`src/rtl/spu_issue_unit_if.sv`:
```
// Fetch-to-issue channel carrying one predecoded, fetch-aligned instruction pair.
interface spu_issue_unit_if #(
  parameter int WORD   = 32,
  parameter int DESC_W = 69
);
  // Handshake: a pair transfers on a rising edge where ins_valid && ins_ready.
  // The master holds ins_pc/ins0_desc/ins1_desc/ins1_valid stable while
  // ins_valid is high and not yet accepted; ins_ready never depends on ins_valid.
  logic              ins_valid;
  logic              ins_ready;
  logic [WORD-1:0]   ins_pc;
  logic [DESC_W-1:0] ins0_desc;
  logic [DESC_W-1:0] ins1_desc;
  logic              ins1_valid;

  modport master (output ins_valid, ins_pc, ins0_desc, ins1_desc, ins1_valid,
                  input  ins_ready);
  modport slave  (input  ins_valid, ins_pc, ins0_desc, ins1_desc, ins1_valid,
                  output ins_ready);
endinterface

```
`src/rtl/spu_issue_unit.sv`:
```
// Dual-issue stage: one-pair buffer, even/odd pipe routing, latency scoreboard
// for RAW/WAW stalls, and flush on odd-pipe branch redirect.
module spu_issue_unit #(
  parameter int WORD                 = 32,
  parameter int UNIT_ID_SIZE         = 3,
  parameter int INTERNAL_OPCODE_SIZE = 11,
  parameter int REG_ADDR_WIDTH       = 7,
  parameter int IMM18                = 18,
  parameter int DESC_W = 2 + 4 + UNIT_ID_SIZE + INTERNAL_OPCODE_SIZE + 3 + 4 * REG_ADDR_WIDTH + IMM18,
  parameter logic [INTERNAL_OPCODE_SIZE-1:0] NOP_EVEN = '0,
  parameter logic [INTERNAL_OPCODE_SIZE-1:0] NOP_ODD  = '0
) (
  input  logic                            clk,
  input  logic                            reset,
  spu_issue_unit_if.slave                 ins,
  input  logic                            branch_taken,
  input  logic [WORD-1:0]                 PC_out,
  output logic                            redirect_valid,
  output logic [WORD-1:0]                 redirect_pc,
  output logic [UNIT_ID_SIZE-1:0]         rf_unit_id,
  output logic [INTERNAL_OPCODE_SIZE-1:0] rf_opcode_even,
  output logic [INTERNAL_OPCODE_SIZE-1:0] rf_opcode_odd,
  output logic [REG_ADDR_WIDTH-1:0]       addr_ra_rd_even,
  output logic [REG_ADDR_WIDTH-1:0]       addr_ra_rd_odd,
  output logic [REG_ADDR_WIDTH-1:0]       addr_rb_rd_even,
  output logic [REG_ADDR_WIDTH-1:0]       addr_rb_rd_odd,
  output logic [REG_ADDR_WIDTH-1:0]       addr_rc_rd_even,
  output logic [REG_ADDR_WIDTH-1:0]       addr_rc_rd_odd,
  output logic [REG_ADDR_WIDTH-1:0]       rf_addr_rt_wt_even,
  output logic [REG_ADDR_WIDTH-1:0]       rf_addr_rt_wt_odd,
  output logic [6:0]                      rf_imm7_even,
  output logic [6:0]                      rf_imm7_odd,
  output logic [9:0]                      rf_imm10_even,
  output logic [9:0]                      rf_imm10_odd,
  output logic [15:0]                     rf_imm16_odd,
  output logic [IMM18-1:0]                rf_imm18_odd,
  output logic [WORD-1:0]                 PC,
  output logic                            stall,
  output logic [1:0]                      dbg_state
);
  localparam int NREG = 1 << REG_ADDR_WIDTH;

  typedef struct packed {
    logic                            pipe;
    logic                            wr;
    logic [3:0]                      lat;
    logic [UNIT_ID_SIZE-1:0]         unit_id;
    logic [INTERNAL_OPCODE_SIZE-1:0] opcode;
    logic                            use_ra, use_rb, use_rc;
    logic [REG_ADDR_WIDTH-1:0]       ra, rb, rc, rt;
    logic [IMM18-1:0]                imm18;
  } desc_t;

  typedef struct packed {
    logic [UNIT_ID_SIZE-1:0]         unit_id;
    logic [INTERNAL_OPCODE_SIZE-1:0] op_e, op_o;
    logic [REG_ADDR_WIDTH-1:0]       ra_e, rb_e, rc_e, rt_e, ra_o, rb_o, rc_o, rt_o;
    logic [9:0]                      imm10_e;
    logic [IMM18-1:0]                imm18_o;
    logic [WORD-1:0]                 pc_o;
    logic                            stall;
    logic                            redir_v;
    logic [WORD-1:0]                 redir_pc;
  } out_t;

  // PAIR: slot 0 pending (slot 1 too when pend1). ONE: only slot 1 pending.
  typedef enum logic [1:0] {S_EMPTY = 2'd0, S_PAIR = 2'd1, S_ONE = 2'd2} state_t;

  state_t          state_q, state_d;
  desc_t           d0_q, d0_d, d1_q, d1_d;
  logic [WORD-1:0] pc_q, pc_d;
  logic            pend1_q, pend1_d;
  logic [2:0]      sb_q [NREG];
  logic [2:0]      sb_d [NREG];
  out_t            out_q, out_d;

  logic [NREG-1:0] busy;
  desc_t           head;
  logic [WORD-1:0] head_pc, pc1;
  logic            issue_head, issue_second, pair_ok, all_issued, accept;

  function automatic logic hazard(desc_t d, logic [NREG-1:0] b);
    return (d.use_ra && b[d.ra]) || (d.use_rb && b[d.rb]) ||
           (d.use_rc && b[d.rc]) || (d.wr && b[d.rt]);
  endfunction

  function automatic logic reads(desc_t d, logic [REG_ADDR_WIDTH-1:0] r);
    return (d.use_ra && d.ra == r) || (d.use_rb && d.rb == r) || (d.use_rc && d.rc == r);
  endfunction

  // lat is 2..7 by construction; larger values clamp to the counter maximum.
  function automatic logic [2:0] lat3(logic [3:0] lat);
    return lat[3] ? 3'd7 : lat[2:0];
  endfunction

  function automatic out_t route(out_t o, desc_t d, logic [WORD-1:0] pc);
    out_t r = o;
    r.unit_id = d.unit_id;
    if (d.pipe) begin
      r.op_o = d.opcode; r.ra_o = d.ra; r.rb_o = d.rb; r.rc_o = d.rc; r.rt_o = d.rt;
      r.imm18_o = d.imm18; r.pc_o = pc;
    end else begin
      r.op_e = d.opcode; r.ra_e = d.ra; r.rb_e = d.rb; r.rc_e = d.rc; r.rt_e = d.rt;
      r.imm10_e = d.imm18[9:0];
    end
    return r;
  endfunction

  always_comb begin
    for (int i = 0; i < NREG; i++) busy[i] = (sb_q[i] != 3'd0);
  end

  assign pc1          = pc_q + WORD'(4);
  assign head         = (state_q == S_ONE) ? d1_q : d0_q;
  assign head_pc      = (state_q == S_ONE) ? pc1 : pc_q;
  assign issue_head   = (state_q != S_EMPTY) && !hazard(head, busy) && !branch_taken;
  assign pair_ok      = (d0_q.pipe != d1_q.pipe) && !hazard(d1_q, busy) &&
                        !(d0_q.wr && reads(d1_q, d0_q.rt)) &&
                        !(d0_q.wr && d1_q.wr && d0_q.rt == d1_q.rt);
  assign issue_second = issue_head && (state_q == S_PAIR) && pend1_q && pair_ok;
  assign all_issued   = issue_head && (state_q == S_ONE || !pend1_q || issue_second);
  assign ins.ins_ready = !branch_taken && (state_q == S_EMPTY || all_issued);
  assign accept       = ins.ins_valid && ins.ins_ready;

  always_comb begin
    state_d = state_q;
    pend1_d = pend1_q;
    d0_d    = d0_q;
    d1_d    = d1_q;
    pc_d    = pc_q;
    if (branch_taken) begin
      state_d = S_EMPTY;
    end else if (accept) begin
      state_d = S_PAIR;
      pend1_d = ins.ins1_valid;
      d0_d    = ins.ins0_desc;
      d1_d    = ins.ins1_desc;
      pc_d    = ins.ins_pc;
    end else if (all_issued) begin
      state_d = S_EMPTY;
    end else if (issue_head && state_q == S_PAIR) begin
      state_d = S_ONE;
    end
  end

  // Odd routes go first so an issuing even instruction owns rf_unit_id.
  always_comb begin
    out_d          = '0;
    out_d.op_e     = NOP_EVEN;
    out_d.op_o     = NOP_ODD;
    out_d.stall    = (state_q != S_EMPTY) && !issue_head;
    out_d.redir_v  = branch_taken;
    out_d.redir_pc = branch_taken ? PC_out : '0;
    if (issue_head && head.pipe)    out_d = route(out_d, head, head_pc);
    if (issue_second && d1_q.pipe)  out_d = route(out_d, d1_q, pc1);
    if (issue_head && !head.pipe)   out_d = route(out_d, head, head_pc);
    if (issue_second && !d1_q.pipe) out_d = route(out_d, d1_q, pc1);
  end

  // A fresh latency overrides the per-cycle decrement of the same register.
  always_comb begin
    for (int i = 0; i < NREG; i++) sb_d[i] = (sb_q[i] != 3'd0) ? sb_q[i] - 3'd1 : 3'd0;
    if (issue_head && head.wr)    sb_d[head.rt] = lat3(head.lat);
    if (issue_second && d1_q.wr)  sb_d[d1_q.rt] = lat3(d1_q.lat);
  end

  always_ff @(posedge clk or posedge reset) begin
    if (reset) begin
      state_q    <= S_EMPTY;
      pend1_q    <= 1'b0;
      d0_q       <= '0;
      d1_q       <= '0;
      pc_q       <= '0;
      out_q      <= '0;
      out_q.op_e <= NOP_EVEN;
      out_q.op_o <= NOP_ODD;
      for (int i = 0; i < NREG; i++) sb_q[i] <= 3'd0;
    end else begin
      state_q <= state_d;
      pend1_q <= pend1_d;
      d0_q    <= d0_d;
      d1_q    <= d1_d;
      pc_q    <= pc_d;
      out_q   <= out_d;
      for (int i = 0; i < NREG; i++) sb_q[i] <= sb_d[i];
    end
  end

  assign redirect_valid     = out_q.redir_v;
  assign redirect_pc        = out_q.redir_pc;
  assign rf_unit_id         = out_q.unit_id;
  assign rf_opcode_even     = out_q.op_e;
  assign rf_opcode_odd      = out_q.op_o;
  assign addr_ra_rd_even    = out_q.ra_e;
  assign addr_rb_rd_even    = out_q.rb_e;
  assign addr_rc_rd_even    = out_q.rc_e;
  assign rf_addr_rt_wt_even = out_q.rt_e;
  assign addr_ra_rd_odd     = out_q.ra_o;
  assign addr_rb_rd_odd     = out_q.rb_o;
  assign addr_rc_rd_odd     = out_q.rc_o;
  assign rf_addr_rt_wt_odd  = out_q.rt_o;
  assign rf_imm7_even       = out_q.imm10_e[6:0];
  assign rf_imm10_even      = out_q.imm10_e;
  assign rf_imm7_odd        = out_q.imm18_o[6:0];
  assign rf_imm10_odd       = out_q.imm18_o[9:0];
  assign rf_imm16_odd       = out_q.imm18_o[15:0];
  assign rf_imm18_odd       = out_q.imm18_o;
  assign PC                 = out_q.pc_o;
  assign stall              = out_q.stall;
  assign dbg_state          = state_q;
endmodule

```
`src/flat_wrapper.sv`:
```
// flat-port wrapper written by rule: the top's interface ports become plain ports
module spu_issue_unit_flat 
#(
  parameter int WORD                 = 32,
  parameter int UNIT_ID_SIZE         = 3,
  parameter int INTERNAL_OPCODE_SIZE = 11,
  parameter int REG_ADDR_WIDTH       = 7,
  parameter int IMM18                = 18,
  parameter int DESC_W = 2 + 4 + UNIT_ID_SIZE + INTERNAL_OPCODE_SIZE + 3 + 4 * REG_ADDR_WIDTH + IMM18,
  parameter logic [INTERNAL_OPCODE_SIZE-1:0] NOP_EVEN = '0,
  parameter logic [INTERNAL_OPCODE_SIZE-1:0] NOP_ODD  = '0
)
  (clk, reset, branch_taken, PC_out, redirect_valid, redirect_pc, rf_unit_id, rf_opcode_even, rf_opcode_odd, addr_ra_rd_even, addr_ra_rd_odd, addr_rb_rd_even, addr_rb_rd_odd, addr_rc_rd_even, addr_rc_rd_odd, rf_addr_rt_wt_even, rf_addr_rt_wt_odd, rf_imm7_even, rf_imm7_odd, rf_imm10_even, rf_imm10_odd, rf_imm16_odd, rf_imm18_odd, PC, stall, dbg_state, ins_ins_valid, ins_ins_pc, ins_ins0_desc, ins_ins1_desc, ins_ins1_valid, ins_ins_ready);
  spu_issue_unit_if #(.WORD(WORD), .DESC_W(DESC_W)) ins_i ();
  input  logic clk;
  input  logic reset;
  input  logic branch_taken;
  input  logic [WORD-1:0] PC_out;
  output logic redirect_valid;
  output logic [WORD-1:0] redirect_pc;
  output logic [UNIT_ID_SIZE-1:0] rf_unit_id;
  output logic [INTERNAL_OPCODE_SIZE-1:0] rf_opcode_even;
  output logic [INTERNAL_OPCODE_SIZE-1:0] rf_opcode_odd;
  output logic [REG_ADDR_WIDTH-1:0] addr_ra_rd_even;
  output logic [REG_ADDR_WIDTH-1:0] addr_ra_rd_odd;
  output logic [REG_ADDR_WIDTH-1:0] addr_rb_rd_even;
  output logic [REG_ADDR_WIDTH-1:0] addr_rb_rd_odd;
  output logic [REG_ADDR_WIDTH-1:0] addr_rc_rd_even;
  output logic [REG_ADDR_WIDTH-1:0] addr_rc_rd_odd;
  output logic [REG_ADDR_WIDTH-1:0] rf_addr_rt_wt_even;
  output logic [REG_ADDR_WIDTH-1:0] rf_addr_rt_wt_odd;
  output logic [6:0] rf_imm7_even;
  output logic [6:0] rf_imm7_odd;
  output logic [9:0] rf_imm10_even;
  output logic [9:0] rf_imm10_odd;
  output logic [15:0] rf_imm16_odd;
  output logic [IMM18-1:0] rf_imm18_odd;
  output logic [WORD-1:0] PC;
  output logic stall;
  output logic [1:0] dbg_state;
  input wire logic [$bits(ins_i.ins_valid)-1:0] ins_ins_valid;
  input wire logic [$bits(ins_i.ins_pc)-1:0] ins_ins_pc;
  input wire logic [$bits(ins_i.ins0_desc)-1:0] ins_ins0_desc;
  input wire logic [$bits(ins_i.ins1_desc)-1:0] ins_ins1_desc;
  input wire logic [$bits(ins_i.ins1_valid)-1:0] ins_ins1_valid;
  output wire logic [$bits(ins_i.ins_ready)-1:0] ins_ins_ready;
  assign ins_i.ins_valid = ins_ins_valid;
  assign ins_i.ins_pc = ins_ins_pc;
  assign ins_i.ins0_desc = ins_ins0_desc;
  assign ins_i.ins1_desc = ins_ins1_desc;
  assign ins_i.ins1_valid = ins_ins1_valid;
  assign ins_ins_ready = ins_i.ins_ready;
  spu_issue_unit #(.WORD(WORD), .UNIT_ID_SIZE(UNIT_ID_SIZE), .INTERNAL_OPCODE_SIZE(INTERNAL_OPCODE_SIZE), .REG_ADDR_WIDTH(REG_ADDR_WIDTH), .IMM18(IMM18), .DESC_W(DESC_W), .NOP_EVEN(NOP_EVEN), .NOP_ODD(NOP_ODD)) u_core (.clk(clk), .reset(reset), .ins(ins_i), .branch_taken(branch_taken), .PC_out(PC_out), .redirect_valid(redirect_valid), .redirect_pc(redirect_pc), .rf_unit_id(rf_unit_id), .rf_opcode_even(rf_opcode_even), .rf_opcode_odd(rf_opcode_odd), .addr_ra_rd_even(addr_ra_rd_even), .addr_ra_rd_odd(addr_ra_rd_odd), .addr_rb_rd_even(addr_rb_rd_even), .addr_rb_rd_odd(addr_rb_rd_odd), .addr_rc_rd_even(addr_rc_rd_even), .addr_rc_rd_odd(addr_rc_rd_odd), .rf_addr_rt_wt_even(rf_addr_rt_wt_even), .rf_addr_rt_wt_odd(rf_addr_rt_wt_odd), .rf_imm7_even(rf_imm7_even), .rf_imm7_odd(rf_imm7_odd), .rf_imm10_even(rf_imm10_even), .rf_imm10_odd(rf_imm10_odd), .rf_imm16_odd(rf_imm16_odd), .rf_imm18_odd(rf_imm18_odd), .PC(PC), .stall(stall), .dbg_state(dbg_state));
endmodule
```
`config.mk`:
```
export PLATFORM = sky130hd
export DESIGN_NAME = spu_issue_unit_flat
export DESIGN_NICKNAME = d
export VERILOG_FILES = /design/src/rtl/spu_issue_unit_if.sv /design/src/rtl/spu_issue_unit.sv /design/src/flat_wrapper.sv
export SDC_FILE = /design/constraint.sdc
export NUM_CORES = 2
export LEC_CHECK = 0
export ABC_AREA = 1
export CAP_MARGIN = 30
export CELL_PAD_IN_SITES_DETAIL_PLACEMENT = 1
export CELL_PAD_IN_SITES_GLOBAL_PLACEMENT = 1
export CORE_UTILIZATION = 35
export CTS_BUF_LIST = sky130_fd_sc_hd__clkbuf_8
export DETAILED_ROUTE_END_ITERATION = 16
export PLACE_DENSITY = 0.75
export SYNTH_ARGS = -nofsm -noshare
export SYNTH_HDL_FRONTEND = slang
export SYNTH_SLANG_ARGS = --single-unit
export TNS_END_PERCENT = 30
```
`constraint.sdc`:
```
create_clock -name clk -period 36.9 [get_ports clk]
set_input_delay 7.38 -clock clk [delete_from_list [all_inputs] [get_ports clk]]
set_output_delay 7.38 -clock clk [all_outputs]
set_load 0.01 [all_outputs]
```
-- Word-level counts from Yosys, hierarchy flattened
Cells that the tools add are included.
- bits in registers: 732
- input bits: 207
- output and inout port bits: 218
- logic and storage cells: 700
- add/sub/neg operators: 129
- order comparisons: 12
- equal/unequal tests: 7
- mux-type cells: 189
- bitwise logic cells: 3
- reduce and logical (&&, ||, !) cells: 186
- operators by type and width (kind ; number):
    $bwmux 384 ; 2
    $mux 384 ; 2
    $mux 175 ; 4
    $mux 3 ; 132
    $reduce_bool 3->1 ; 128
    $sub 3x1->3 const B ; 128
    $mux 28 ; 8
    $mux 50 ; 4
    $mux 11 ; 8
    $mux 69 ; 1
    $lt 7x8->1 const B ; 8
    $mux 32 ; 2
    $bmux 1 s7 ; 8
    $demux 3 s7 ; 2
    $mux 10 ; 4
    $logic_and 1x1->1 ; 34
    $add 32x3->32 const B ; 1
    $eq 7x7->1 ; 4
    $ge 8x8->1 const B ; 2
    $lt 8x1->1 const B ; 2
    $not 7->8 ; 2
    $logic_or 1x1->1 ; 11
    $logic_not 1->1 ; 9
    $mux 1 ; 8
    9 further kinds ; 12

-- Depth between registers and ports, before layout
- word-level depth: 21
- gate-level depth with buffers: 30
- gate-level depth less buffers: 25

-- Worst setup path before layout
OpenSTA, ideal clock, no wires.
- path type: input-to-output
- start: input port branch_taken
- end: output port ins_ins_ready
- data arrival time: 8630 ps
- data required time: 29520 ps
- path slack: 20890 ps
- stages on the path: 11
- path buffers: 4
- cell sequence: clkbuf_1 > nor2_1 > nand2_1 > nor2_2 > buf_4 > nand3b_2 > nand3_1 > buf_4 > buf_2 > nand2_1 > inv_1
- cells in the longest elaborated chain, start to end: 9
- RTL lines (element ; RTL line ; text):
    from (decl) ; flat_wrapper.sv:17 ; input logic branch_taken;
    $logic_not 1->1 * ; spu_issue_unit.sv:116, spu_issue_unit.sv:122 ;
    $logic_and 1x1->1 ; spu_issue_unit.sv:116 ; assign issue_head = (state_q != S_EMPTY) && !hazard(head, busy) && !branch_taken;
    $logic_and 1x1->1 (3 in series) ; spu_issue_unit.sv:120 ; assign issue_second = issue_head && (state_q == S_PAIR) && pend1_q && pair_ok;
    $logic_or 1x1->1 ; spu_issue_unit.sv:121 ; assign all_issued = issue_head && (state_q == S_ONE || !pend1_q || issue_second);
    $logic_and 1x1->1 ; spu_issue_unit.sv:121 ;
    $logic_or 1x1->1 ; spu_issue_unit.sv:122 ; assign ins.ins_ready = !branch_taken && (state_q == S_EMPTY || all_issued);
    $logic_and 1x1->1 * ; spu_issue_unit.sv:122 ;
    to (decl) ; flat_wrapper.sv:46 ; output wire logic [$bits(ins_i.ins_ready)-1:0] ins_ins_ready;
Every way passes the cells marked *; elsewhere a longest branch is shown, timed or not.

-- Final worst setup path
Ends and elaborated chain as after synthesis.

==> impl_metrics.yaml <==
setup_path:
  crit_arrival_ns: 10.26
  crit_required_ns: 29.52
  worstSetupStartpointType: "input pin"
  cp-end-kind: "output pin"
  cp_max_fo: 54
  critPathKind: "input pin to output pin"
floorplanning:
  die_x_um: 409.5
  io_pins: 425
  start_util_pct: 35.23
  rows: 149
  dieArea_um2: 167700
  die_y_um: 409.5
  core_um2: 165000
logic_synthesis:
  yosysUniqueCellTypes: 45
  synth_largest_area_cell: "dfrtp_1"
  seq_area_frac_synth_pct: 31.51
  synth.cell_area_um2: 58130
  synthArstFlopShare_pct: 100.0
  synth_edf_count: 0
  synth_common_cells: "nand2_1 (4,219), inv_1 (1,135), nand3_1 (806)"
  syn_inst: 10010
  yosysMostFrequentCell: "nand2_1"
  yosys_most_used_dff: "dfrtp_1"
  synth-seq-cells: 732
  yosys.area.top_type_share_pct: 31.51
  syn_area_per_cell_um2: 5.808
  yosys_warnings: 0
  syn_nets: 10220
  synth.area.top_cells: "dfrtp_1 (32%), nand2_1 (27%), inv_1 (7.3%)"
clocking:
  clk_pin_slew_ns: 0.06
  clock_path_buffers: 3
  cts_hold_buf: 0
  clk_latency_ns: 0.97
  numCtsBuffers: 149
  cts_resized: 0
  cts_setup_buffers: 0
  cts_tree: "yes"
  cts_root_buffer: "clkbuf_8"
  cts_max_level: 4
  clock-sinks: 732
sta:
  fmax_mhz: 56.69
  finalMaxSlewViolations: 0
  whs_ns: 0.4700
  worstMarginPinSlew_ns: 1.143
  period_share_pct: 47.81
  period_needed_ns: 17.64
  rsz0062_at_grt: "no"
  clock_skew_ns: 0.06905
  setup_violations: 0
  setup_tns_ns: 0
  slew_headroom_pct: 23.24
  hold_viol: 0
cells_and_area:
  final_layout_size_suffix_gt1_share_pct: 4.941
  nFillCells: 22350
  final_nets: 10320
  ff_latch_area_um2: 18330
  multi_input_area_um2: 32580
  final_util_pct: 40.58
  area_delta_synth_final_pct: 15.17
worst_hold_path:
  hp-class: "flop to flop"
global_route:
  grt_pass1_vias: 72180
  grt_max_degree: 205
  grt_use_total_pct: 36.46
  antenna_found_initial: 41
  grt_pass1_wl_um: 463100
  grt_overflow: 0
placement:
  hpwl_um: 200300
  gp_congestion: 1.010
  io_buffers: 424
routing:
  drt_first_iter_violations: 8169
  drtPass1Iterations: 9
  routed_wl_um: 315800
  ant_nets: 0
  vias: 72740
  vias_per_cell: 5.848
  wl_per_cell_um: 25.39
  drc: 0
outcome:
  outcome: "complete, no violations"
power:
  power.share.switching_pct: 57.21
  ir_worst_vdd_mv: 0.05387
  p_leak_uw: 0.03307
  seqPwrFrac_pct: 23.2
  power_uw: 4550
  power_density_nw_per_um2: 67.96
  switchingPower_uw: 2603
  p_clk_share_pct: 19.8
  power.internal_uw: 1947
  power_frac_comb_pct: 57.1
run:
  cap_violations: 0
## cells by family after synthesis
logic type | count (synthesis) | share of synthesized area, %
AO/OA/AOI/OAI | 1046 | 9.361
XOR/XNOR | 33 | 0.4972
adder cells (fa/ha/maj) | 1 | 0.02152
buffers and inverters | 1831 | 12.96
flip-flops | 732 | 31.51
AND/OR/NAND/NOR | 6366 | 45.65
## flip-flops by register name (all words and copies together) (netlist names), 2 cells and up
register	count
u_core.d1_q	69
u_core.rf_imm18_odd	18
u_core.addr_rc_rd_odd	7
u_core.sb_q	384
u_core.PC	32
u_core.addr_rc_rd_even	7
u_core.rf_opcode_even	11
u_core.rf_opcode_odd	11
u_core.addr_ra_rd_odd	7
u_core.redirect_pc	32
u_core.pc_q	32
u_core.rf_addr_rt_wt_even	7
u_core.rf_addr_rt_wt_odd	7
u_core.addr_rb_rd_even	7
u_core.d0_q	69
u_core.addr_rb_rd_odd	7
u_core.addr_ra_rd_even	7
u_core.dbg_state	2
u_core.rf_imm10_even	10
u_core.rf_unit_id	3
## power by group through the flow
stage               registers, µW  logic (µW)  clock network, µW
floorplan                     997        1390                  0
global placement             1050        2380                  0
detailed placement           1060        2450                  0
CTS                          1050        2460                912
global route                 1060        2680                942
finish                       1050        2600                901
## cell usage in the layout, fill, tap and decap left out, types with 176 or more instances in the layout
cell             instances
buf_4                  176
clkbuf_8               179
clkdlybuf4s50_1        423
dfrtp_1                727
inv_1                 1186
nand2_1               4212
nand3_1                800
nand4_1                569
nor2_1                 673
o21ai_0                676
o21ai_1                231
## through the flow
stage	setup slack (ns)	cell area (µm²)	instances
3_5_place_dp	19.30	63830	12140
3_3_place_gp	19.31	63650	12130
2_1_floorplan	8.983	58130	10010
5_1_grt	19.12	66930	12430
4_1_cts	19.29	66820	12410
6_report	19.26	66950	12440
## worst paths after layout
| check | from | to | slack [ns] | cells after the start |
|---|---|---|---|---|
| max in group asynchronous | reset | u_core.sb_q[279] | 26.46 | 6 |
| min reg2reg | u_core.d0_q[38] | u_core.d0_q[38] | 0.47 | 2 |
| min in group asynchronous | reset | u_core.sb_q[327] | 6.96 | 2 |
| max | branch_taken | ins_ins_ready | 19.26 | 10 |
| max reg2reg | u_core.dbg_state[0] | u_core.sb_q[334] | 28.20 | 33 |
| min | u_core.d0_q[38] | u_core.d0_q[38] | 0.47 | 2 |
## worst max-delay path, cell delays in order
cell and delay [ns]:
clkdlybuf4s50_1 0.41, buf_4 0.27, nor2_1 0.15, nand2_1 0.09
nor2_4 0.18, nand4_2 0.26, nand3_4 0.62, nand2_1 0.21
inv_1 0.13, clkdlybuf4s50_1 0.54
## per-layer routing
layer	up-vias	track usage (%)	share of wire [%]
li1	31880	-	-
met1	35800	45.70	39
met2	3849	55.38	43
met3	1200	9.531	11
met4	10	23.29	7.0
met5	-	0	0.021
## layout make-up
cell class,count,area share [%]
clock inverters,86,0.7849
clock buffers,179,3.680
well taps,2189,4.091
multi-input cells,7446,48.66
flip-flops and latches,732,27.38
diodes,29,0.1084
inverters,1163,6.554
repair buffers,615,8.747
No activity file was read; power rests on OpenSTA's default activity.
